--- config.mk ---
export PLATFORM = sky130hd
export DESIGN_NAME = regfile_sb
export DESIGN_NICKNAME = d
export VERILOG_FILES = /design/src/rtl/regfile_sb.sv
export SDC_FILE = /design/constraint.sdc
export NUM_CORES = 2
export LEC_CHECK = 0
export CELL_PAD_IN_SITES_DETAIL_PLACEMENT = 0
export CELL_PAD_IN_SITES_GLOBAL_PLACEMENT = 1
export CORE_ASPECT_RATIO = 0.7
export CORE_MARGIN = 2
export CORE_UTILIZATION = 51
export DETAILED_ROUTE_END_ITERATION = 10
export PLACE_DENSITY = 0.81
export SLEW_MARGIN = 20
export SYNTH_ARGS = -nofsm -noshare
export SYNTH_HDL_FRONTEND = slang
export SYNTH_SLANG_ARGS = --single-unit
export TNS_END_PERCENT = 1
--- constraint.sdc ---
create_clock -name clk -period 8.42 [get_ports clk]
set_input_delay 2.526 -clock clk [delete_from_list [all_inputs] [get_ports clk]]
set_output_delay 2.526 -clock clk [all_outputs]
set_load 0.005 [all_outputs]
--- src/rtl/regfile_sb.sv ---
// Integer register file with per-register busy scoreboard for the pipelined RV32I core.
// Optional write-first read forwarding is enabled by defining REGFILE_SB_BYPASS_EN.
module regfile_sb #(
  parameter int XLEN  = 32,
  parameter int NREGS = 32,
  parameter int NRD   = 2,
  localparam int AW   = $clog2(NREGS)
) (
  input  logic                clk,
  input  logic                rst_n,
  input  logic [NRD*AW-1:0]   rd_addr_i,
  output logic [NRD*XLEN-1:0] rd_data_o,
  output logic [NRD-1:0]      rd_busy_o,
  input  logic                wr_en_i,
  input  logic [AW-1:0]       wr_addr_i,
  input  logic [XLEN-1:0]     wr_data_i,
  input  logic                iss_en_i,
  input  logic [AW-1:0]       iss_addr_i,
  output logic                iss_ok_o,
  input  logic                flush_i,
  output logic [AW:0]         pend_cnt_o,
  output logic                err_o
);

  logic [XLEN-1:0]  regs_r [NREGS];
  logic [NREGS-1:0] busy_r;
  logic [NREGS-1:0] busy_nxt_s;
  logic [AW:0]      pend_cnt_r;
  logic [AW:0]      pend_nxt_s;
  logic             err_r;
  logic             err_nxt_s;
  logic             wr_live_s;
  logic             iss_ok_s;

  assign wr_live_s = wr_en_i & (wr_addr_i != {AW{1'b0}});

  // Issue acceptance: a same-cycle writeback to the destination frees it for reissue.
  always_comb begin
    iss_ok_s = 1'b0;
    if (iss_en_i && !flush_i) begin
      if ((iss_addr_i == {AW{1'b0}}) || !busy_r[iss_addr_i] ||
          (wr_en_i && (wr_addr_i == iss_addr_i))) begin
        iss_ok_s = 1'b1;
      end else begin
        iss_ok_s = 1'b0;
      end
    end else begin
      iss_ok_s = 1'b0;
    end
  end

  assign iss_ok_o = iss_ok_s;

  // Next scoreboard state: writeback clears, accepted issue sets (issue wins), flush clears all.
  always_comb begin
    busy_nxt_s = busy_r;
    err_nxt_s  = err_r;
    pend_nxt_s = {(AW+1){1'b0}};
    if (flush_i) begin
      busy_nxt_s = {NREGS{1'b0}};
    end else begin
      if (wr_live_s) begin
        busy_nxt_s[wr_addr_i] = 1'b0;
        if (!busy_r[wr_addr_i]) begin
          err_nxt_s = 1'b1;
        end else begin
          err_nxt_s = err_r;
        end
      end else begin
        busy_nxt_s = busy_r;
      end
      if (iss_ok_s && (iss_addr_i != {AW{1'b0}})) begin
        busy_nxt_s[iss_addr_i] = 1'b1;
      end else begin
        busy_nxt_s[0] = 1'b0;
      end
    end
    busy_nxt_s[0] = 1'b0;
    for (int i = 0; i < NREGS; i++) begin
      pend_nxt_s = pend_nxt_s + {{AW{1'b0}}, busy_nxt_s[i]};
    end
  end

  // Scoreboard, pending count and sticky error registers.
  always_ff @(posedge clk or negedge rst_n) begin
    if (!rst_n) begin
      busy_r     <= {NREGS{1'b0}};
      pend_cnt_r <= {(AW+1){1'b0}};
      err_r      <= 1'b0;
    end else begin
      busy_r     <= busy_nxt_s;
      pend_cnt_r <= pend_nxt_s;
      err_r      <= err_nxt_s;
    end
  end

  // Register storage; r0 is never written so it stays at its reset value of zero.
  always_ff @(posedge clk or negedge rst_n) begin
    if (!rst_n) begin
      for (int i = 0; i < NREGS; i++) begin
        regs_r[i] <= {XLEN{1'b0}};
      end
    end else if (wr_live_s) begin
      regs_r[wr_addr_i] <= wr_data_i;
    end
  end

  assign pend_cnt_o = pend_cnt_r;
  assign err_o      = err_r;

  for (genvar k = 0; k < NRD; k++) begin : g_rd
    logic [AW-1:0]   addr_s;
    logic [XLEN-1:0] data_s;
    logic            busy_s;

    assign addr_s = rd_addr_i[k*AW +: AW];

    // Combinational read port with r0 forced to zero.
    always_comb begin
      data_s = {XLEN{1'b0}};
      busy_s = 1'b0;
      if (addr_s == {AW{1'b0}}) begin
        data_s = {XLEN{1'b0}};
        busy_s = 1'b0;
`ifdef REGFILE_SB_BYPASS_EN
      end else if (wr_live_s && (wr_addr_i == addr_s)) begin
        data_s = wr_data_i;
        busy_s = 1'b0;
`endif
      end else begin
        data_s = regs_r[addr_s];
        busy_s = busy_r[addr_s];
      end
    end

    assign rd_data_o[k*XLEN +: XLEN] = data_s;
    assign rd_busy_o[k]              = busy_s;
  end

endmodule

==> summary.txt <==
Run status
  – Status: finished, final reports clean

Logic synthesis
  – Area contributors post-synth: dfrtp_1 (46%), mux2_2 (21%), mux4_2 (21%)
  – Post-synth top area share: 0.457
  – Cell area after synthesis: around 58,000 um2
  – Async SR Flop Fraction: 1.00
  – Mapped Nets: 3,931
  – Synth cell types: 76
  – Synth area leader: dfrtp_1
  – #FFs+latches synth: 1,061
  – Gate Count Post-Synth: a little under 4,000
  – Top FF cell, synth: dfrtp_1
  – Number of flops mapped to enable cells by yosys: 0
  – Synth warnings: 0
  – Most common cell in the netlist: mux2_2
  – Register area share after synthesis: 0.457
  – Post-synth top cells: mux2_2 (1,095), dfrtp_1 (1,061), mux4_2 (534)
  – Mean Syn Cell Area: 15.1 um2

Global routing
  – Vias in the first global route: 38,200
  – Gr usage total: 0.322
  – Grt ovf: 0
  – First-pass GRT wire length: 273 mm
  – Maximum number of pins on one net before global-route repair: 158
  – Initial antenna violation count: 12

Hold path
  – Worst hold path startpoint: regs_r[1016]$_DFFE_PN0P_
  – Worst hold stages: 0
  – Hold WC Path Type: reg -> reg
  – Worst Hold End: regs_r[1016]$_DFFE_PN0P_

Setup path
  – R2R setup slack: 1890 ps
  – FF-to-FF path depth: 17
  – Critical R2R Capture: pend_cnt_o[4]$_DFF_PN0_
  – Kind of critical path: in -> reg
  – Worst Setup Start Kind: primary input
  – R2R Path Start: busy_r[31]$_DFF_PN0_
  – CP Capture Type: register
  – Critical path fanouts, max: 6
  – Critical path data arrival time: slightly below 9000 ps
  – Worst path required time: 9050 ps

Timing
  – Max_slew headroom: 0.198
  – Fin. Hold Viols: 0
  – Period utilisation layout: 0.969
  – Fmax achieved: approximately 120 MHz
  – Clk_skew: 21.0 ps
  – WHS: 377 ps
  – Worst-Margin Slew: 1200 ps
  – Tmin final: 8160 ps
  – Slew Viols, Final: 0
  – Final Setup Violations: 0
  – Setup ws final: between 200 and 300 ps
  – RSZ-0062 raised after global routing: false

Drt
  – Vias per Instance: 6.91
  – Via count: 38,200
  – DRC: 0
  – Starting DRT DRC Count: 4,463
  – Post-DRT Antenna Nets: 0
  – DR WL/cell: approximately 34 um
  – Iteration count of the initial detailed-routing pass: 6
  – WL final: 187 mm

Clocking
  – Worst-path clk slew: roughly 60 ps
  – H-tree depth: 3
  – Sink Count: 1,061
  – Max clock buf depth: 3
  – Num CTS Buffers: 106
  – Latest clock arrival within the worst-skew pair: 720 ps
  – CTS root buffer: clkbuf_16
  – CTS tree: done

Pwr
  – Worst IR drop on VDD: around 160 uV
  – Power density over the cells: 229 nW/um2
  – Leakage: 0.0282 uW

Floorplanning
  – Site Rows: 103
  – Die height: 286 um
  – I/O pin cnt: 131
  – Die area: ~120,000 um2
  – Area of the core: 113,000 um2
  – Die W: slightly above 400 um
  – Starting Density: 0.515

Layout
  – NumNets Final: ~4,000
  – Fillers: 8,736
  – Layout area overhead: 13.3%
  – Design Area, Final: 65,900 um2
  – Share of post-route cells with drive strength above 1: 0.541

Place
  – DP Wirelength: approximately 110 mm
  – Final Wtd Congestion: 0.959
  – Area of placed instances: 62,100 um2
  – IO Port Bufs: 130
  – Place WS: -775 ps

Flow run
  – Max Cap Viol: 0
## logic make-up (layout without fill, tap and decap cells)
family | count (synthesis) | in the layout | synth area share
buffers and inverters | 464 | 622 | 0.0351
other | 0 | 5 | 0
flip-flops | 1061 | 1061 | 0.457
AND/OR/NAND/NOR | 243 | 243 | 0.0209
multiplexers | 1725 | 1725 | 0.435
AO/OA/AOI/OAI | 313 | 313 | 0.0413
adder cells (fa/ha/maj) | 30 | 30 | 0.00943
XOR/XNOR | 8 | 8 | 0.00121
## power by group
group,total [uW],switching (uW),internal [uW]
clock network,5080,2120,2960
logic,3250,1280,1980
registers,6730,690,6040
## what timing repair did
action / CTS / global route
pin swaps: 0 / 2
hold buffers: 0 / 0
endpoints found under the setup margin: 1 / 3
buffers inserted: 0 / 1
gates resized for setup: 3 / 23
## registers in the layout (all words and copies together), names as in the netlist
name	cells
busy_r	31
err_o	1
regs_r	1023
pend_cnt_o	6
## layout make-up
class | instances | area [um2] | share of cell area
sequential | 1061 | 26600 | 0.403
tap | 1522 | 1900 | 0.0289
timing repair buffer | 401 | 3790 | 0.0575
multi-input combinational | 2319 | 29800 | 0.453
clock inverter | 45 | 616 | 0.00934
clock buffer | 148 | 3060 | 0.0465
inverter | 28 | 106 | 0.00161
antenna | 5 | 12.5 | 0.000190
## cells in the final DEF, fill, tap and decap left out, types with 8 or more instances in the layout
master	n
mux2_2	1095
dfrtp_1	1061
mux4_2	534
buf_4	235
clkbuf_16	108
clkdlybuf4s50_1	106
mux2i_1	96
nand2_1	69
nor2_1	39
a22oi_1	39
buf_12	38
o22ai_1	36
inv_1	27
a31oi_1	22
clkinv_2	22
a22o_1	21
o21ai_0	21
clkbuf_8	21
fa_1	20
clkbuf_1	19
a21oi_1	18
nand3_1	17
a221o_1	16
o221ai_1	16
nor2_4	16
a311oi_1	15
bufinv_16	14
nand2b_1	13
nor2b_1	12
a211oi_1	12
nor3b_1	12
a21o_1	11
nand2_2	11
buf_2	11
o22a_1	8
a221oi_1	8
nand3b_1	8
a31o_2	8
## per-layer routing
layer	up-vias	GRT usage	part of all wire	routed length (um)
li1	15100	-	-	-
met1	20700	0.469	0.43	80000
met2	1902	0.466	0.44	82100
met3	428	0.0898	0.097	18100
met4	6	0.116	0.038	7180
met5	-	0	0.00024	45
## worst max-delay path, stage by stage
cell             delay (ps)
clkdlybuf4s50_1         470
or3b_4                  400
buf_4                   150
nor4b_2                 200
a21oi_1                 130
buf_4                   190
o32ai_1                 220
a31oi_1                 100
fa_1                    490
fa_2                    630
fa_1                    450
fa_1                    460
fa_1                    500
inv_1                    50
fa_1                    450
fa_1                    420
fa_1                    450
a21o_1                  190
a21oi_1                 160
xnor2_1                 130
## through the flow
step	total power, uW	setup TNS [ps]	utilization	std cells
floorplan	8870	0	-	3844
global placement	9870	-2610	0.550	5330
detailed placement	10000	-2660	0.550	5330
CTS	15100	0	0.583	5523
global route	15600	0	0.584	5528
finish	15100	0	0.584	5529
## how the worst max path moves through the flow
stage	startpoint	to	slack [ps]	cells past startpoint
3_5_place_dp	iss_addr_i[1]	pend_cnt_o[4]$_DFF_PN0_	-780	17
2_1_floorplan	iss_addr_i[0]	pend_cnt_o[4]$_DFF_PN0_	80	20
3_3_place_gp	iss_addr_i[1]	pend_cnt_o[4]$_DFF_PN0_	-770	17
5_1_grt	iss_en_i	pend_cnt_o[4]$_DFF_PN0_	40	20
4_1_cts	iss_addr_i[2]	pend_cnt_o[4]$_DFF_PN0_	20	19
6_report	iss_en_i	pend_cnt_o[4]$_DFF_PN0_	260	20
(Power assumes the default switching activity.)
